File: config.mk
export PLATFORM = sky130hd
export DESIGN_NAME = reset_sequencer
export DESIGN_NICKNAME = d
export VERILOG_FILES = /design/src/rtl/reset_sequencer.sv
export SDC_FILE = /design/constraint.sdc
export NUM_CORES = 1
export LEC_CHECK = 0
export BUFFER_PORTS_ARGS = -buffer_cell sky130_fd_sc_hd__buf_2
export CORE_MARGIN = 4
export CORE_UTILIZATION = 55
export CTS_CLUSTER_SIZE = 25
export DETAILED_ROUTE_END_ITERATION = 12
export GPL_ROUTABILITY_DRIVEN = 0
export PLACE_DENSITY = 0.71
export SETUP_SLACK_MARGIN = 0.3
export SLEW_MARGIN = 5
export SYNTH_ARGS = -nofsm -noshare
export SYNTH_HDL_FRONTEND = slang
export SYNTH_SLANG_ARGS = --single-unit
export TNS_END_PERCENT = 30
File: constraint.sdc
create_clock -name clk -period 2.9 [get_ports clk]
set_input_delay 0.29 -clock clk [delete_from_list [all_inputs] [get_ports clk]]
set_output_delay 0.29 -clock clk [all_outputs]
set_load 0.01 [all_outputs]
File: src/rtl/reset_sequencer.sv
// reset_sequencer: ordered release of NUM_STAGES reset domains after a hold period,
// with soft restart, per-stage timeout, fault stop and status outputs.
//   clk, reset_n (async low)   : clock and chip reset
//   soft_reset (sync high)     : restart the sequence from HOLD
//   stage_done[N]              : per-stage ready level
//   stage_reset[N]             : per-stage active-high reset, bit 0 released first
//   seq_stage                  : index of the stage currently awaited
//   all_released / timeout / busy : status
module reset_sequencer #(
  parameter int NUM_STAGES       = 4,
  parameter int HOLD_CYCLES      = 15,
  parameter int TIMEOUT_CYCLES   = 0,
  parameter bit TIMEOUT_CONTINUE = 1'b0,
  parameter int CNT_WIDTH        = 32,
  localparam int IDX_W =
    (NUM_STAGES > 1) ? $clog2(NUM_STAGES) : 1
) (
  input  logic                  clk,
  input  logic                  reset_n,
  input  logic                  soft_reset,
  input  logic [NUM_STAGES-1:0] stage_done,
  output logic [NUM_STAGES-1:0] stage_reset,
  output logic [IDX_W-1:0]      seq_stage,
  output logic                  all_released,
  output logic                  timeout,
  output logic                  busy
);

  typedef enum logic [2:0] {
    S_SYNC, S_HOLD, S_WAIT, S_RUN, S_FAULT
  } state_t;

  localparam logic [CNT_WIDTH-1:0] HOLD_LD =
    CNT_WIDTH'(HOLD_CYCLES);
  localparam logic [CNT_WIDTH-1:0] TMO =
    CNT_WIDTH'(TIMEOUT_CYCLES);
  localparam bit TMO_EN = (TIMEOUT_CYCLES > 0);
  localparam logic [IDX_W-1:0] LAST =
    IDX_W'(NUM_STAGES - 1);

  state_t                  state_q, state_d;
  logic [CNT_WIDTH-1:0]    cnt_q, cnt_d;
  logic [IDX_W-1:0]        idx_q, idx_d;
  logic                    settle_q, settle_d;
  logic                    tmo_q, tmo_d;
  logic                    meta_q;
  logic                    adv;
  logic [NUM_STAGES-1:0]   sr_d;
  logic                    busy_d;

  // First synchronizer flop; the SYNC state register
  // acts as the second one.
  always_ff @(posedge clk or negedge reset_n) begin
    if (!reset_n) begin
      meta_q       <= 1'b0;
      state_q      <= S_SYNC;
      cnt_q        <= '0;
      idx_q        <= '0;
      settle_q     <= 1'b0;
      tmo_q        <= 1'b0;
      stage_reset  <= '1;
      all_released <= 1'b0;
      busy         <= 1'b1;
    end else begin
      meta_q       <= 1'b1;
      state_q      <= state_d;
      cnt_q        <= cnt_d;
      idx_q        <= idx_d;
      settle_q     <= settle_d;
      tmo_q        <= tmo_d;
      stage_reset  <= sr_d;
      all_released <= (sr_d == '0);
      busy         <= busy_d;
    end
  end

  always_comb begin
    state_d  = state_q;
    cnt_d    = cnt_q;
    idx_d    = idx_q;
    settle_d = 1'b0;
    tmo_d    = tmo_q;
    adv      = 1'b0;
    if (soft_reset) begin
      state_d = S_HOLD;
      cnt_d   = HOLD_LD;
      idx_d   = '0;
      tmo_d   = 1'b0;
    end else begin
      unique case (state_q)
        S_SYNC: begin
          if (meta_q) begin
            state_d = S_HOLD;
            cnt_d   = HOLD_LD;
          end
        end
        S_HOLD: begin
          if (cnt_q == '0) begin
            state_d  = S_WAIT;
            idx_d    = '0;
            settle_d = 1'b1;
          end else begin
            cnt_d = cnt_q - 1'b1;
          end
        end
        S_WAIT: begin
          // done is ignored in the settle cycle
          if (settle_q) begin
            cnt_d = cnt_q + 1'b1;
          end else if (stage_done[idx_q]) begin
            adv = 1'b1;
          end else if (TMO_EN && cnt_q >= TMO) begin
            tmo_d = 1'b1;
            if (TIMEOUT_CONTINUE) adv = 1'b1;
            else state_d = S_FAULT;
          end else if (cnt_q != '1) begin
            cnt_d = cnt_q + 1'b1;
          end
          if (adv) begin
            if (idx_q == LAST) begin
              state_d = S_RUN;
            end else begin
              idx_d    = idx_q + 1'b1;
              cnt_d    = '0;
              settle_d = 1'b1;
            end
          end
        end
        default: ;
      endcase
    end
  end

  // Mask is a pure function of state/index, so bits
  // can only ever be released in ascending order.
  always_comb begin
    sr_d = '1;
    unique case (state_d)
      S_WAIT, S_FAULT: begin
        for (int i = 0; i < NUM_STAGES; i++)
          sr_d[i] = (i > int'(idx_d));
      end
      S_RUN: sr_d = '0;
      default: sr_d = '1;
    endcase
    busy_d = (state_d == S_SYNC) ||
             (state_d == S_HOLD) ||
             (state_d == S_WAIT);
  end

  assign seq_stage = idx_q;
  assign timeout   = tmo_q;

endmodule

Word level (Yosys, flattened, before mapping)

Index checks and enable logic that the tools add are counted.

Add/sub/neg operators: 3
Multipliers: 0
Divide/modulo/power cells: 0
$lt $le $gt $ge: 4
Eq/ne operators: 10
Shifts and indexed selects: 0
Mux-type cells: 32
Bitwise operators: 0
Reductions and logical operators: 9

Operators by type and width:

| cell                                                                          | number |
|---|---|
| 32-bit 2-to-1 mux                                                             | 8 |
| 32-bit case mux with 3 select lines                                           | 1 |
| 32-bit by 1-bit adder with 32-bit output (second input constant)              | 1 |
| 32-bit logical NOT                                                            | 1 |
| 32-bit inequality test (second input constant)                                | 1 |
| 32-bit by 1-bit subtractor with 32-bit output (second input constant)         | 1 |
| 3-bit 2-to-1 mux                                                              | 5 |
| 3-bit by 2-bit == test with 1-bit output (second input constant)              | 3 |
| 1-bit 2-to-1 mux                                                              | 9 |
| 3-bit case mux with 3 select lines                                            | 1 |
| 2-bit 2-to-1 mux                                                              | 4 |
| 4-bit case mux with 2 select lines                                            | 1 |
| 3-bit by 1-bit == test with 1-bit output (second input constant)              | 2 |
| 3-bit logical NOT                                                             | 2 |
| 3-bit inequality test (second input constant)                                 | 2 |
| 2-bit > comparator (first input constant)                                     | 2 |
| 4-bit logical NOT                                                             | 1 |
| 2-bit case mux with 2 select lines                                            | 1 |
| 4-bit nonzero test                                                            | 1 |
| 3-bit == test (second input constant)                                         | 1 |
| 2-bit by 3-bit less-than comparator with 1-bit output (second input constant) | 1 |
| 3-bit AND reduction                                                           | 1 |
| 2-bit by 1-bit adder with 2-bit output (second input constant)                | 1 |
| 1-bit binary-select mux with 2-bit select                                     | 1 |
| other kinds (5)                                                               | 6 |

Register bits: 45
Latch bits: 0
Memory bits (writable): 0
Memory bits (read-only): 0
Output and inout port bits: 9
Logic and storage cells: 66
Memories: 0

Longest topological paths before layout

Gate-level depths: netlist (run 1).

Depth after elaboration: 13
Depth in mapped cells: 10

Worst setup path before layout (run 1)

Ideal clock, no wire load.

Kind: flip-flop to flip-flop
Start: register idx_q[0], in the netlist seq_stage[0]
End: register cnt_q[30]
Setup time: 126 ps
Arrival time: 2271 ps
Data required time: 2774 ps
Setup slack: 502 ps
Stages on the path, launching flop included: 8
Path buffers: 1
Period minus slack after synthesis: 2398 ps
Cell sequence: dfrtp_1 mux2_2 a22o_1 clkbuf_1 a2111oi_4 and2_1 a311oi_1 a221o_1

Word-level cells in the longest chain between the ends: 9
Elaborated cells between the ends (all ways): 13
Those cells by class: eq/ne: 1; mux: 12

RTL lines:

| what                                      | RTL line | text |
|---|---|---|
| start: declaration                        | 43       | `logic [IDX_W-1:0] idx_q, idx_d;` |
| start signal: assignment                  | 68       | `idx_q <= idx_d;` |
| 1-bit binary-select mux with 2-bit select | 110      | `end else if (stage_done[idx_q]) begin` |
| 1-bit 2-to-1 mux (not written as such)    | 110      |  |
| 1-bit 2-to-1 mux                          | 110      |  |
| 1-bit 2-to-1 mux                          | 108      | `if (settle_q) begin` |
| 1-bit 2-to-1 mux                          | 90       | `unique case (state_q)` |
| 1-bit 2-to-1 mux                          | 84       | `if (soft_reset) begin` |
| 32-bit 2-to-1 mux *                       | 119      | `if (adv) begin` |
| 32-bit case mux with 3 select lines *     | 90       |  |
| 32-bit 2-to-1 mux *                       | 84       |  |
| end signal: assignment                    | 67       | `cnt_q <= cnt_d;` |
| end: declaration                          | 42       | `logic [CNT_WIDTH-1:0] cnt_q, cnt_d;` |

Every way passes the cells marked *; elsewhere a longest branch is shown, timed or not. The select of a mux whose other input is x is not followed.
A chain may end at the register's enable or synchronous reset.

Worst setup path after layout (run 1)

Start: register cnt_q[4]
End: register cnt_q[28]

Word-level cells in the longest chain between the ends: 8
Elaborated cells between the ends (all ways): 14
Those cells by class: add/sub: 2; eq/ne: 2; mux: 8; reduce/logical: 2

RTL lines:

| what                                                                               | RTL line      | text |
|---|---|---|
| 32-bit by 1-bit adder with 32-bit output or 32-bit inequality test (tied branches) | 109, 117, 116 |  |
| 32-bit 2-to-1 mux                                                                  | 116           | `end else if (cnt_q != '1) begin` |
| 32-bit 2-to-1 mux                                                                  | 110           |  |
| 32-bit 2-to-1 mux                                                                  | 108           |  |
| 32-bit 2-to-1 mux                                                                  | 120           | `if (idx_q == LAST) begin` |
| 32-bit 2-to-1 mux                                                                  | 119           |  |
| 32-bit case mux with 3 select lines                                                | 90            |  |
| 32-bit 2-to-1 mux                                                                  | 84            |  |

Parallel ways exist; a longest one is shown, timed or not. The select of a mux whose other input is x is not followed.

==> results.rst, run 1 <==
.. list-table::
   :header-rows: 1

   * - Metric
     - Value
   * - Status
     - finished, final reports clean
   * - Setup crit end kind
     - register
   * - Antenna violations before repair
     - 0
   * - Max Transition Viols Final
     - 0
   * - Die height
     - approximately 90 um
   * - Data arrival time of the worst path
     - 2.81 ns
   * - Total net switching power
     - approximately 0.00035 W
   * - Clk Tree Root Cell
     - sky130_fd_sc_hd__clkbuf_8
   * - Die outline area
     - roughly 8600 um^2
   * - Clock Power Share
     - between 30% and 40%
   * - Area of the core
     - between 6000 and 7000 um^2
   * - Via count of the first global-routing pass
     - 3,855
   * - Met1 layer usage reported by global route
     - between 40% and 50%
   * - GRT Overall Usage
     - a little under a third
   * - Worst Clk Skew
     - slightly below 0.008 ns
   * - Comb power frac
     - a little under an eighth
   * - Die boundary width
     - between 90 and 100 um
   * - Top Ports
     - 16
   * - Post-synthesis cell type count
     - 88
   * - Clock buffer count from CTS
     - 5
   * - Setup total negative slack
     - 0 ns
   * - Effective utilization at floorplan
     - a little under three fifths
   * - Grt met2 use
     - 45.1%
   * - Number of DRC violations after detailed-routing iteration 0
     - between 700 and 800
   * - CTS sink count
     - 45
   * - Post-synthesis cell area
     - approximately 3900 um^2
   * - Minimum period implied by the final worst setup slack
     - around 2.6 ns
   * - Per-cell via count in the routed design
     - approximately 7.3
   * - First-pass GRT wire length
     - about 21 mm
   * - Clock tree from TritonCTS
     - done
   * - Sequential fraction of the synthesis area
     - between 20 and 30%
   * - Final Hold Violating Endpoints
     - 0
   * - Internal portion of total power
     - roughly 0.00086 W
   * - Pin count of the biggest net entering global routing
     - between 40 and 50
   * - Transition time at the pin with the least slew margin
     - around 1.0 ns
   * - Largest area contributor in the netlist
     - sky130_fd_sc_hd__dfrtp_1
   * - Maximum VDD drop
     - 0.189 mV
   * - Residual DRC
     - 0
   * - Buffer depth of the longest clock path
     - 2
   * - Yosys warns
     - 0
   * - Static Leakage
     - 1.75 nW
   * - Final ANT Viol Nets
     - 0
   * - Vias post-DR
     - 4,434
   * - Busiest grt layer
     - met2
   * - IO Port Bufs
     - 14
   * - Residual overflow from global routing
     - 0
   * - Synth-to-Final Area Change
     - 11.1%
   * - Reg clk slew, reported paths
     - around 0.10 ns
   * - Count of state elements after synthesis
     - 45
   * - Layout cell share with drive strength beyond 1
     - approximately a quarter
   * - # fillers
     - approximately 600
   * - Final HPWL from detailed placement
     - between 9 and 10 mm
   * - Avg Cell Area, Syn
     - 8.24 um^2
   * - Synthesized net count
     - 486
   * - Placement Rows
     - 30
   * - Depth of the CTS H-tree
     - 2
   * - Total detailed-routing wirelength
     - ~13 mm
   * - Top FF cell, synth
     - sky130_fd_sc_hd__dfrtp_1
   * - Part of the power in registers
     - 53.4%
   * - Worst reg-to-reg setup slack
     - about 0.32 ns
   * - Final clock period utilization by the worst path
     - 89.1%
   * - Antenna diode instance count
     - 0
   * - Setup-failing EPs final
     - 0
   * - Launching element type of the critical path
     - register
   * - Dominant cells by area after synthesis
     - sky130_fd_sc_hd__dfrtp_1 25%, sky130_fd_sc_hd__nor2_1 3.9%, sky130_fd_sc_hd__nor3_1 3.7%, sky130_fd_sc_hd__o21ai_0 3.7%, sky130_fd_sc_hd__dfstp_2 3.3%
   * - Drt wl/cell
     - 22.1 um
   * - Fmax
     - 0.387 GHz
   * - Switching power share of the total
     - 29.1%
   * - DR pass1 iterations
     - 6
   * - Total power per unit cell area
     - about 280 nW/um^2
   * - Final design utilization
     - 63.6%
   * - Synth top area share
     - between 20% and 30%
   * - Worst Path Class, Setup
     - register to register
   * - Highest fanout seen on the critical path
     - 11
   * - Max-Cap Viols
     - 0
   * - Cell area after layout
     - 4370 um^2
   * - Post-synth EDFFs
     - 0
   * - Data required time at the worst endpoint
     - approximately 3.1 ns
   * - Worst-case headroom to the max-slew limit
     - a little under a third
   * - Placed inst area
     - between 4000 and 5000 um^2
   * - Number of cells produced by synthesis
     - between 400 and 500
   * - Count of nets after finishing
     - between 500 and 600
   * - Hold Crit Class
     - input port to asynchronous set/reset pin
   * - Asr flop ratio synth
     - 100%
   * - Clock latency of the later-clocked register in the worst-skew pair
     - 0.31 ns
   * - Setup repair after global routing missed its margin
     - true
   * - Global-route track usage on met3
     - 5.20%
-- worst max-delay path: stages, from the launching register on --
cell and delay [ns]:
sky130_fd_sc_hd__dfrtp_1 0.57, sky130_fd_sc_hd__nand3_1 0.21, sky130_fd_sc_hd__nor4_1 0.41, sky130_fd_sc_hd__buf_4 0.21, sky130_fd_sc_hd__nand4b_1 0.26, sky130_fd_sc_hd__or3_1 0.42, sky130_fd_sc_hd__a32o_1 0.23, sky130_fd_sc_hd__a211oi_2 0.17
-- synthesized netlist by cell type, types with 6 or more instances --
| cell type | count |
|---|---|
| sky130_fd_sc_hd__nor2_1 | 41 |
| sky130_fd_sc_hd__dfrtp_1 | 40 |
| sky130_fd_sc_hd__nor3_1 | 29 |
| sky130_fd_sc_hd__o21ai_0 | 29 |
| sky130_fd_sc_hd__nand2_1 | 28 |
| sky130_fd_sc_hd__a21oi_1 | 24 |
| sky130_fd_sc_hd__nand4_1 | 21 |
| sky130_fd_sc_hd__clkbuf_1 | 18 |
| sky130_fd_sc_hd__nand3_1 | 18 |
| sky130_fd_sc_hd__nor4_1 | 17 |
| sky130_fd_sc_hd__a31oi_1 | 15 |
| sky130_fd_sc_hd__or3_1 | 10 |
| sky130_fd_sc_hd__xnor2_1 | 9 |
| sky130_fd_sc_hd__inv_1 | 8 |
| sky130_fd_sc_hd__and3_1 | 7 |
| sky130_fd_sc_hd__buf_2 | 7 |
| sky130_fd_sc_hd__a211oi_1 | 6 |
| sky130_fd_sc_hd__clkbuf_8 | 6 |
| sky130_fd_sc_hd__o22ai_1 | 6 |
-- layer usage --
metal	routed length, um	share of wire (%)
met5	0	0
met4	631	4.7
met3	1810	14
met2	5720	43
met1	5200	39
-- power by group through the flow --
stage	sequential [W]	combinational [W]	clock [W]
floorplan	0.000653	0.0000887	0
global placement	0.000659	0.000121	0
detailed placement	0.000659	0.000122	0
CTS	0.000648	0.000123	0.000437
global route	0.000649	0.000149	0.000462
finish	0.000648	0.000138	0.000427
-- sequential cells by signal (all words and copies together), names as in the netlist --
name	flops
cnt_q	32
stage_reset	4
state_q	3
seq_stage	2
all_released	1
busy	1
meta_q	1
settle_q	1
-- kinds of logic after synthesis --
logic type               synth area share, %
AND/OR/NAND/NOR                         33.2
AO/OA/AOI/OAI                           26.0
buffers and inverters                   7.83
flip-flops                              28.8
XOR/XNOR                                2.45
multiplexers                           0.828
adder cells (fa/ha/maj)                0.637
other                                  0.191
-- final timing paths --
check                                             end  cells after the start            startpoint
worst max-delay path            cnt_q[28]$_DFFE_PN0P_                      7  cnt_q[4]$_DFFE_PN0P_
worst min-delay path             cnt_q[0]$_DFFE_PN0P_                      1               reset_n
worst max register to register  cnt_q[28]$_DFFE_PN0P_                      7  cnt_q[4]$_DFFE_PN0P_
worst min register to register   cnt_q[1]$_DFFE_PN0P_                      1  cnt_q[1]$_DFFE_PN0P_
max in group asynchronous       cnt_q[26]$_DFFE_PN0P_                      1               reset_n
min in group clk                 cnt_q[5]$_DFFE_PN0P_                      4            soft_reset
-- cell usage in the layout (no fill, tap or decap), types with 3 or more instances in the layout --
cell type / instances
sky130_fd_sc_hd__buf_4: 49
sky130_fd_sc_hd__nor2_1: 41
sky130_fd_sc_hd__dfrtp_1: 33
sky130_fd_sc_hd__o21ai_0: 29
sky130_fd_sc_hd__nor3_1: 28
sky130_fd_sc_hd__nand2_1: 27
sky130_fd_sc_hd__a21oi_1: 24
sky130_fd_sc_hd__nand4_1: 21
sky130_fd_sc_hd__nand3_1: 18
sky130_fd_sc_hd__nor4_1: 16
sky130_fd_sc_hd__a31oi_1: 15
sky130_fd_sc_hd__buf_2: 14
sky130_fd_sc_hd__xnor2_1: 9
sky130_fd_sc_hd__or3_1: 9
sky130_fd_sc_hd__inv_1: 8
sky130_fd_sc_hd__and3_1: 7
sky130_fd_sc_hd__dfrtp_2: 7
sky130_fd_sc_hd__o22ai_1: 6
sky130_fd_sc_hd__a211oi_1: 6
sky130_fd_sc_hd__a221o_1: 5
sky130_fd_sc_hd__and2_1: 5
sky130_fd_sc_hd__dfstp_2: 5
sky130_fd_sc_hd__clkbuf_8: 5
sky130_fd_sc_hd__and4_1: 4
sky130_fd_sc_hd__a41oi_1: 4
sky130_fd_sc_hd__or4_1: 4
sky130_fd_sc_hd__o31ai_1: 4
sky130_fd_sc_hd__nor4_2: 4
sky130_fd_sc_hd__a311oi_1: 3
sky130_fd_sc_hd__or2_2: 3
sky130_fd_sc_hd__a32oi_1: 3
sky130_fd_sc_hd__o31a_1: 3
sky130_fd_sc_hd__o21a_1: 3
sky130_fd_sc_hd__or4_4: 3
-- through the flow --
step | hold slack, ns | std cells | total power [W] | setup WS (ns)
6_report | 0.151 | 604 | 0.00121 | 0.317
5_1_grt | 0.249 | 604 | 0.00126 | 0.254
4_1_cts | 0.197 | 591 | 0.00121 | 0.278
3_5_place_dp | 0.535 | 583 | 0.000781 | 0.185
3_3_place_gp | 0.522 | 583 | 0.000780 | 0.278
2_1_floorplan | -0.00559 | 477 | 0.000741 | 0.502
-- cell type report --
cell class / instances / area [um^2] / area share (%)
Inverter: 9 / 33.8 / 0.774
Multi-Input combinational cell: 383 / 2540 / 58.2
Sequential cell: 45 / 1140 / 26.1
Timing Repair Buffer: 63 / 438 / 10.0
Clock inverter: 3 / 25.0 / 0.573
Clock buffer: 5 / 68.8 / 1.58
Tap cell: 96 / 120 / 2.75
-- what timing repair did --
action                     4_1_cts  5_1_grt
buffers inserted                 0       13
setup endpoints to repair        4       31
gates resized for setup          2       16
pin swaps                        0        1
hold buffers                     0        0
Note: power is estimated with default switching activity, not from simulation.
==> run 2, diff against run 1 <==
Settings changed: CAP_MARGIN set to 10, CORE_ASPECT_RATIO set to 0.6, PLACE_DENSITY 0.71 to 0.84.
==> run 2 against run 1 <==
Net effect:
- non-clock buffer count decreased by 3
- worst setup slack got worse by 0.11 ns
- register-to-register slack got worse by 0.11 ns
- total power increased by 17%
- clock power increased by 48%
- utilization increased by 1.9 points
- die area increased by 0.52%
- cell count decreased by 2.0%
- largest cell class unchanged
- largest power group unchanged
==> results.rst, run 2 (same netlist as run 1, synthesis figures left out) <==
.. list-table::
   :header-rows: 1

   * - Metric
     - Value
   * - Status
     - finished, final reports clean
   * - Antenna diode instance count
     - 0 (unchanged)
   * - Max reg flops
     - 32 (unchanged)
   * - Setup repair after global routing missed its margin
     - true
   * - Final ANT Viol Nets
     - 0 (unchanged)
   * - Clock latency of the later-clocked register in the worst-skew pair
     - 0.30 ns (about the same)
   * - Max Transition Viols Final
     - 0 (unchanged)
   * - Ordered list of cells on the worst path
     - nor4_2 > nand4_1 > nor3_4 > buf_4 > nand2_1 > a221o_1 > o21ai_1
   * - Synth-to-Final Area Change
     - 13.2%
   * - Launching element type of the critical path
     - register
   * - Leading cell type in the layout, fill and taps excluded
     - sky130_fd_sc_hd__buf_4
   * - Regs by FF count
     - cnt_q: 32 flops, stage_reset: 4 flops, state_q: 3 flops
   * - Count of nets after finishing
     - 513 (-0.58%)
   * - Setup total negative slack
     - 0 ns (unchanged)
   * - Register bank with the most flops
     - cnt_q
   * - Worst-case setup margin in the final layout
     - 0.212 ns (-0.105 ns)
   * - Drt wl/cell
     - 25.4 um (+15%)
   * - Maximum VDD drop
     - 0.223 mV (+18%)
   * - Reg clk slew, reported paths
     - 0.07 ns (-0.03 ns)
   * - Minimum period implied by the final worst setup slack
     - 2.69 ns (+0.105 ns)
   * - Worst-case headroom to the max-slew limit
     - 31.8% (+0.37 points)
   * - Effective utilization at floorplan
     - 57.9% (+0.65 points)
   * - Footprint of the multi-input gates
     - 2590 um^2 (+2.2%)
   * - Static Leakage
     - 1.78 nW (+1.8%)
   * - Worst Path Class, Setup
     - register to register
   * - Fmax
     - 0.372 GHz (-3.9%)
   * - Highest fanout seen on the critical path
     - 10 (-1)
   * - Placement Rows
     - 23 (-23%)
   * - Clk Tree Root Cell
     - sky130_fd_sc_hd__clkbuf_16
   * - Worst Clk Skew
     - 0.0102 ns (+0.00236 ns)
   * - Number of DRC violations after detailed-routing iteration 0
     - 1,442 (+100%)
   * - Depth of the CTS H-tree
     - 2 (unchanged)
   * - Slowest cell delay on critical path
     - 0.56 ns (about the same)
   * - IO Port Bufs
     - 14 (unchanged)
   * - Die outline area
     - 8610 um^2 (+0.52%)
   * - Die boundary width
     - 117 um (+27%)
   * - Most frequent cells in the layout
     - 46 x sky130_fd_sc_hd__buf_4, 40 x sky130_fd_sc_hd__nor2_1, 36 x sky130_fd_sc_hd__dfrtp_1
   * - DP Worst Slack
     - -0.0209 ns (-0.206 ns)
   * - Buffer and inverter count on the worst path
     - 1 (unchanged)
   * - Top Ports
     - 16 (unchanged)
   * - Max-Cap Viols
     - 0 (unchanged)
   * - CTS sink count
     - 45 (unchanged)
   * - Library cell contributing the largest single delay on the critical path
     - sky130_fd_sc_hd__dfrtp_1
   * - Pin count of the biggest net entering global routing
     - 46 (unchanged)
   * - Via count of the first global-routing pass
     - 4,029 (+4.5%)
   * - Area of the core
     - 6790 um^2 (-1.1%)
   * - Antenna violations before repair
     - 0 (unchanged)
   * - Clock tree from TritonCTS
     - done
   * - First-pass GRT wire length
     - 22.5 mm (+8.2%)
   * - Clock buffer count from CTS
     - 5 (unchanged)
   * - Transition time at the pin with the least slew margin
     - 1.02 ns (-0.00550 ns)
   * - Total power per unit cell area
     - 318 nW/um^2 (+14%)
   * - Total detailed-routing wirelength
     - 15.1 mm (+13%)
   * - Buffer depth of the longest clock path
     - 2 (unchanged)
   * - Final clock period utilization by the worst path
     - 92.7% (+3.6 points)
   * - Die height
     - 73.5 um (-21%)
   * - Hold Crit Class
     - input port to asynchronous set/reset pin
   * - Setup-failing EPs final
     - 0 (unchanged)
   * - Data required time at the worst endpoint
     - 3.10 ns (-0.03 ns)
   * - Final Hold Violating Endpoints
     - 0 (unchanged)
   * - # fillers
     - 518 (-16%)
   * - DR pass1 iterations
     - 13 (+7)
   * - Final HPWL from detailed placement
     - 10.3 mm (+9.1%)
   * - Layout cell share with drive strength beyond 1
     - 25.7% (+0.94 points)
   * - Residual overflow from global routing
     - 0 (unchanged)
   * - Vias post-DR
     - 4,675 (+5.4%)
   * - Per-cell via count in the routed design
     - 7.90 (+7.6%)
   * - Setup crit end kind
     - register
   * - Kind of cell adding the most delay to the critical path
     - simple AND/OR/NAND/NOR gates
   * - Data arrival time of the worst path
     - 2.89 ns (+0.08 ns)
   * - Reg area
     - 1140 um^2 (-0.33%)
   * - Residual DRC
     - 0 (unchanged)
   * - GRT Overall Usage
     - 34.4% (+3.6 points)
run 2: changes by cell type in the layout (fill, tap and decap cells not counted), sizes merged:
cell	delta
clkbuf	+2
clkinvlp	-1
buf	-3
inv	-2
clkinv	+1
run 2: stage by stage:
stage,util [%],cells,total power [W],hold WS (ns),instance area [um^2]
2_1_floorplan,-,477,0.000741,-0.00559,3930
3_3_place_gp,60.5,574,0.000778,0.505,4110
3_5_place_dp,60.5,574,0.000780,0.511,4110
4_1_cts,63.4,582,0.00140,0.200,4310
5_1_grt,65.5,592,0.00145,0.260,4450
6_report,65.5,592,0.00141,0.148,4450
run 2: metal layers:
layer	vias up	GRT usage (%)	wire, um
met5	-	4.85	39
met4	2	11.8	938
met3	165	18.8	3130
met2	523	42.3	5270
met1	2076	49.3	5670
li1	1909	-	-
run 2: timing repair:
item                       CTS  global route
resized for setup            9            18
hold buffers                 0             0
hold endpoints to repair     0             0
buffers inserted             0            10
pin swaps                    0             6
setup endpoints to repair   29            37
run 2: path summary, 6_finish.rpt:
check / from / to / slack (ns) / cells past startpoint
worst max-delay path: cnt_q[18]$_DFFE_PN0P_ / stage_reset[2]$_DFF_PN1_ / 0.21 / 7
worst min-delay path: reset_n / cnt_q[17]$_DFFE_PN0P_ / 0.15 / 1
worst max register to register: cnt_q[18]$_DFFE_PN0P_ / stage_reset[2]$_DFF_PN1_ / 0.21 / 7
worst min register to register: cnt_q[0]$_DFFE_PN0P_ / cnt_q[0]$_DFFE_PN0P_ / 0.63 / 1
max in group asynchronous: reset_n / cnt_q[7]$_DFFE_PN0P_ / 2.02 / 1
min in group clk: soft_reset / cnt_q[12]$_DFFE_PN0P_ / 0.34 / 2
run 2: layout make-up:
cell class	instances	share of cell area (%)
clock inverters	1	0.113
clock buffers	7	3.43
inverters	9	0.759
repair buffers	60	9.34
well taps	87	2.45
flip-flops and latches	45	25.6
multi-input cells	383	58.3
run 2: power by group:
| part | internal [W] | switching (W) |
|---|---|---|
| logic | 0.0000402 | 0.0000920 |
| registers | 0.000635 | 0.0000169 |
| clock network | 0.000366 | 0.000264 |
==> run 3, diff against run 2 <==
Settings changed: ABC_AREA set to 1, PLACE_DENSITY 0.84 to 0.87.
Clock period 2.9 ns to 2.4 ns, I/O delays scaled along.
==> run 3 against run 2 <==
Net effect:
- design area rose by 11%
- critical path type unchanged
- wire length fell by 7.5%
- non-clock buffer count fell by 12
- die area rose by 7.5%
- synthesized area rose by 8.2%
==> results.rst, run 3 <==
.. list-table::
   :header-rows: 1

   * - Metric
     - Value
   * - Status
     - finished, final reports clean
   * - DP Worst Slack
     - 0.114 ns (+0.135 ns)
   * - Top layer reached by signal wires
     - met4
   * - Setup crit end kind
     - register
   * - Asr flop ratio synth
     - 100% (unchanged)
   * - Worst-case setup margin in the final layout
     - 0.298 ns (+0.0863 ns)
   * - Max reg flops
     - 32 (unchanged)
   * - Residual overflow from global routing
     - 0 (unchanged)
   * - Clock Power Share
     - 47.7% (+3.2 points)
   * - Worst Path Class, Setup
     - register to register
   * - Yosys warns
     - 0 (unchanged)
   * - Worst slack on hold paths
     - 0.181 ns (+0.0328 ns)
   * - Ordered list of cells on the worst path
     - nor2_2 > nand3_1 > nor2_1 > nand2_1 > nor2_4 > nand3_2 > nand2_4 > inv_6 > nand2_8 > clkinv_8 > nand3_1 > o21ai_0
   * - Antenna violations before repair
     - 0 (unchanged)
   * - Dominant cells by area after synthesis
     - sky130_fd_sc_hd__dfrtp_1 24%, sky130_fd_sc_hd__nand2_1 20%, sky130_fd_sc_hd__nand3_1 10%, sky130_fd_sc_hd__nor2_1 6.4%, sky130_fd_sc_hd__inv_1 5.9%
   * - Final Hold Violating Endpoints
     - 0 (unchanged)
   * - Final HPWL from detailed placement
     - 9.37 mm (-8.8%)
   * - Setup-failing EPs final
     - 0 (unchanged)
   * - Post-synthesis cell type count
     - 39 (-56%)
   * - Hold Crit Class
     - input port to register
   * - Vias post-DR
     - 4,950 (+5.9%)
   * - Largest area contributor in the netlist
     - sky130_fd_sc_hd__dfrtp_1
   * - Synth top area share
     - 23.5% (-1.9 points)
   * - Post-synthesis cell area
     - 4250 um^2 (+8.2%)
   * - Data arrival time of the worst path
     - 2.28 ns (-0.61 ns)
   * - Total net switching power
     - 0.000443 W (+19%)
   * - Internal portion of total power
     - 0.00134 W (+28%)
   * - Effective utilization at floorplan
     - 57.6% (-0.30 points)
   * - Most frequent cells in the layout
     - 217 x sky130_fd_sc_hd__nand2_1, 84 x sky130_fd_sc_hd__nand3_1, 63 x sky130_fd_sc_hd__inv_1, 63 x sky130_fd_sc_hd__nor2_1
   * - First-pass GRT wire length
     - 21.6 mm (-4.1%)
   * - Number of cells produced by synthesis
     - 699 (+47%)
   * - Total detailed-routing wirelength
     - 13.9 mm (-7.5%)
   * - Worst Clk Skew
     - 0.00918 ns (-0.00106 ns)
   * - Placement Rows
     - 24 (+4.3%)
   * - Top Ports
     - 16 (unchanged)
   * - Launching element type of the critical path
     - register
   * - Static Leakage
     - 2.39 nW (+34%)
   * - Clock latency of the later-clocked register in the worst-skew pair
     - 0.30 ns (about the same)
   * - Max-Cap Viols
     - 0 (unchanged)
   * - Per-cell via count in the routed design
     - 5.96 (-24%)
   * - Most frequent cell on the critical path
     - sky130_fd_sc_hd__nand3_1
   * - Reg clk slew, reported paths
     - 0.07 ns (about the same)
   * - Antenna diode instance count
     - 0 (unchanged)
   * - Routed metal-1 wire length
     - 5.66 mm (-0.26%)
   * - Register bank with the most flops
     - cnt_q
   * - Max Transition Viols Final
     - 0 (unchanged)
   * - Part of the power in registers
     - 43.6% (-2.5 points)
   * - Highest fanout seen on the critical path
     - 9 (-1)
   * - Total power per unit cell area
     - 360 nW/um^2 (+13%)
   * - Via count of the first global-routing pass
     - 4,519 (+12%)
   * - Setup repair after global routing missed its margin
     - true
   * - DR pass1 iterations
     - 5 (-8)
   * - Worst-case headroom to the max-slew limit
     - 65.6% (+34 points)
   * - Residual DRC
     - 0 (unchanged)
   * - Layout cell share with drive strength beyond 1
     - 22.5% (-3.3 points)
   * - Most frequent cell after synthesis
     - sky130_fd_sc_hd__nand2_1
   * - Area of the core
     - 7390 um^2 (+8.8%)
   * - Post-synth EDFFs
     - 0 (unchanged)
   * - Data required time at the worst endpoint
     - 2.58 ns (-0.52 ns)
   * - Maximum VDD drop
     - 0.321 mV (+44%)
   * - Die boundary width
     - 122 um (+3.7%)
   * - Library cell contributing the largest single delay on the critical path
     - sky130_fd_sc_hd__dfrtp_1
   * - Transition time at the pin with the least slew margin
     - 0.516 ns (-0.507 ns)
   * - Pin count of the biggest net entering global routing
     - 29 (-37%)
   * - Fmax
     - 0.476 GHz (+28%)
   * - Die outline area
     - 9250 um^2 (+7.5%)
   * - Synthesized net count
     - 708 (+46%)
   * - Sequential fraction of the synthesis area
     - 26.6% (-2.2 points)
   * - Leading cell type in the layout, fill and taps excluded
     - sky130_fd_sc_hd__nand2_1
   * - Switching power share of the total
     - 24.9% (-1.4 points)
   * - Number of DRC violations after detailed-routing iteration 0
     - 855 (-41%)
   * - Slowest cell delay on critical path
     - 0.50 ns (-0.06 ns)
   * - Synth-to-Final Area Change
     - 16.2%
   * - GRT Overall Usage
     - 28.6% (-5.9 points)
   * - Drt wl/cell
     - 16.8 um (-34%)
   * - Avg Cell Area, Syn
     - 6.08 um^2 (-26%)
   * - Total met2 wirelength after detailed routing
     - 5.95 mm (+13%)
   * - Buffer depth of the longest clock path
     - 2 (unchanged)
   * - Setup total negative slack
     - 0 ns (unchanged)
   * - Depth of the CTS H-tree
     - 2 (unchanged)
   * - Clock buffer count from CTS
     - 5 (unchanged)
   * - Count of nets after finishing
     - 734 (+43%)
   * - Clk Tree Root Cell
     - sky130_fd_sc_hd__clkbuf_16
   * - Top FF cell, synth
     - sky130_fd_sc_hd__dfrtp_1
   * - Regs by FF count
     - cnt_q: 32 flops, stage_reset: 4 flops, state_q: 3 flops
   * - Minimum period implied by the final worst setup slack
     - 2.10 ns (-0.586 ns)
   * - CTS sink count
     - 45 (unchanged)
   * - Wire length on met3
     - 1.92 mm (-39%)
   * - Comb power frac
     - 8.7% (-0.7 points)
   * - Clock tree from TritonCTS
     - done
   * - Final ANT Viol Nets
     - 0 (unchanged)
   * - Die height
     - 76.1 um (+3.6%)
   * - Leading cell types by count after synthesis
     - 222 x sky130_fd_sc_hd__nand2_1, 89 x sky130_fd_sc_hd__nand3_1, 73 x sky130_fd_sc_hd__nor2_1, 67 x sky130_fd_sc_hd__inv_1, 40 x sky130_fd_sc_hd__dfrtp_1
   * - Count of state elements after synthesis
     - 45 (unchanged)
   * - IO Port Bufs
     - 14 (unchanged)
   * - Final clock period utilization by the worst path
     - 87.6% (-5.1 points)
   * - Power, Total
     - 0.00178 W (+26%)
[run 3: cell types whose count changed after synthesis, moves of 10 or more]
cell,delta
sky130_fd_sc_hd__nor2_2,+13
sky130_fd_sc_hd__or3_1,-10
sky130_fd_sc_hd__a31oi_1,-14
sky130_fd_sc_hd__nor3_1,-20
sky130_fd_sc_hd__nor2_1,+32
sky130_fd_sc_hd__nand2_1,+194
sky130_fd_sc_hd__clkbuf_1,-15
sky130_fd_sc_hd__inv_1,+59
sky130_fd_sc_hd__nor4_1,-17
sky130_fd_sc_hd__nand3_1,+71
[run 3: per-stage QoR]
step | utilization [%] | instance area, um^2 | std cells
final | 66.9 | 4940 | 830
after global routing | 66.9 | 4940 | 830
after CTS | 62.2 | 4600 | 812
after detailed placement | 59.2 | 4370 | 802
after global placement | 59.2 | 4370 | 802
after floorplan | - | 4250 | 699
[run 3: power by group through the flow]
stage | clock [W] | sequential (W) | combinational (W)
CTS | 0.000844 | 0.000773 | 0.000120
global placement | 0 | 0.000786 | 0.000113
floorplan | 0 | 0.000783 | 0.0000807
detailed placement | 0 | 0.000787 | 0.000116
global route | 0.000880 | 0.000776 | 0.000167
finish | 0.000848 | 0.000776 | 0.000155
[run 3: path summary, 6_finish.rpt]
check                                      startpoint                       end  slack, ns  cells after the start
worst max register to register  cnt_q[18]$_DFFE_PN0P_     cnt_q[22]$_DFFE_PN0P_       0.30                     12
worst min register to register  cnt_q[31]$_DFFE_PN0P_     cnt_q[31]$_DFFE_PN0P_       0.58                      2
worst max-delay path            cnt_q[18]$_DFFE_PN0P_     cnt_q[22]$_DFFE_PN0P_       0.30                     12
max in group asynchronous                     reset_n  stage_reset[3]$_DFF_PN1_       1.17                      3
min in group asynchronous                     reset_n     cnt_q[15]$_DFFE_PN0P_       0.45                      2
worst min-delay path                       soft_reset        settle_q$_DFF_PN0_       0.18                      2
[run 3: area by class of cell]
type	count	area, um^2
Timing Repair inverter	2	17.5
Timing Repair Buffer	48	352
Clock inverter	2	37.5
Tap cell	104	130
Sequential cell	45	1150
Multi-Input combinational cell	545	2800
Clock buffer	6	139
Inverter	78	318
Fill cell	645	2450
[run 3: layer usage]
layer  global-route usage, %  vias to the layer above
li1                        -                     2306
met3                    7.49                       52
met4                    9.17                        0
met1                    40.6                     2243
met2                    42.1                      349
met5                       0                        -
[run 3: worst max-delay path, delay by kind of cell, from the launching register on]
kind                   cells  cell delay (ns)
flip-flops                 1             0.50
AO/OA/AOI/OAI              1             0.07
buffers and inverters      2             0.17
AND/OR/NAND/NOR            9             1.22
[run 3: logic make-up (layout without fill, tap and decap cells)]
group | Yosys count | in the layout | share of synthesized area (%)
other | 2 | 2 | 0.177
AOI/OAI and AO/OA | 74 | 74 | 9.65
DFF | 45 | 45 | 26.6
adders and majority gates | 2 | 2 | 0.588
and+or+nand+nor | 465 | 465 | 50.5
buffers and inverters | 109 | 136 | 12.0
xor gates and xnor gates | 2 | 2 | 0.412
[run 3: repair_timing]
action | CTS | global route
pin swaps | 2 | 12
setup endpoints to repair | 32 | 37
hold buffers | 1 | 0
buffers inserted | 1 | 16
gates cloned | 0 | 2
hold endpoints to repair | 20 | 0
resized for setup | 12 | 59
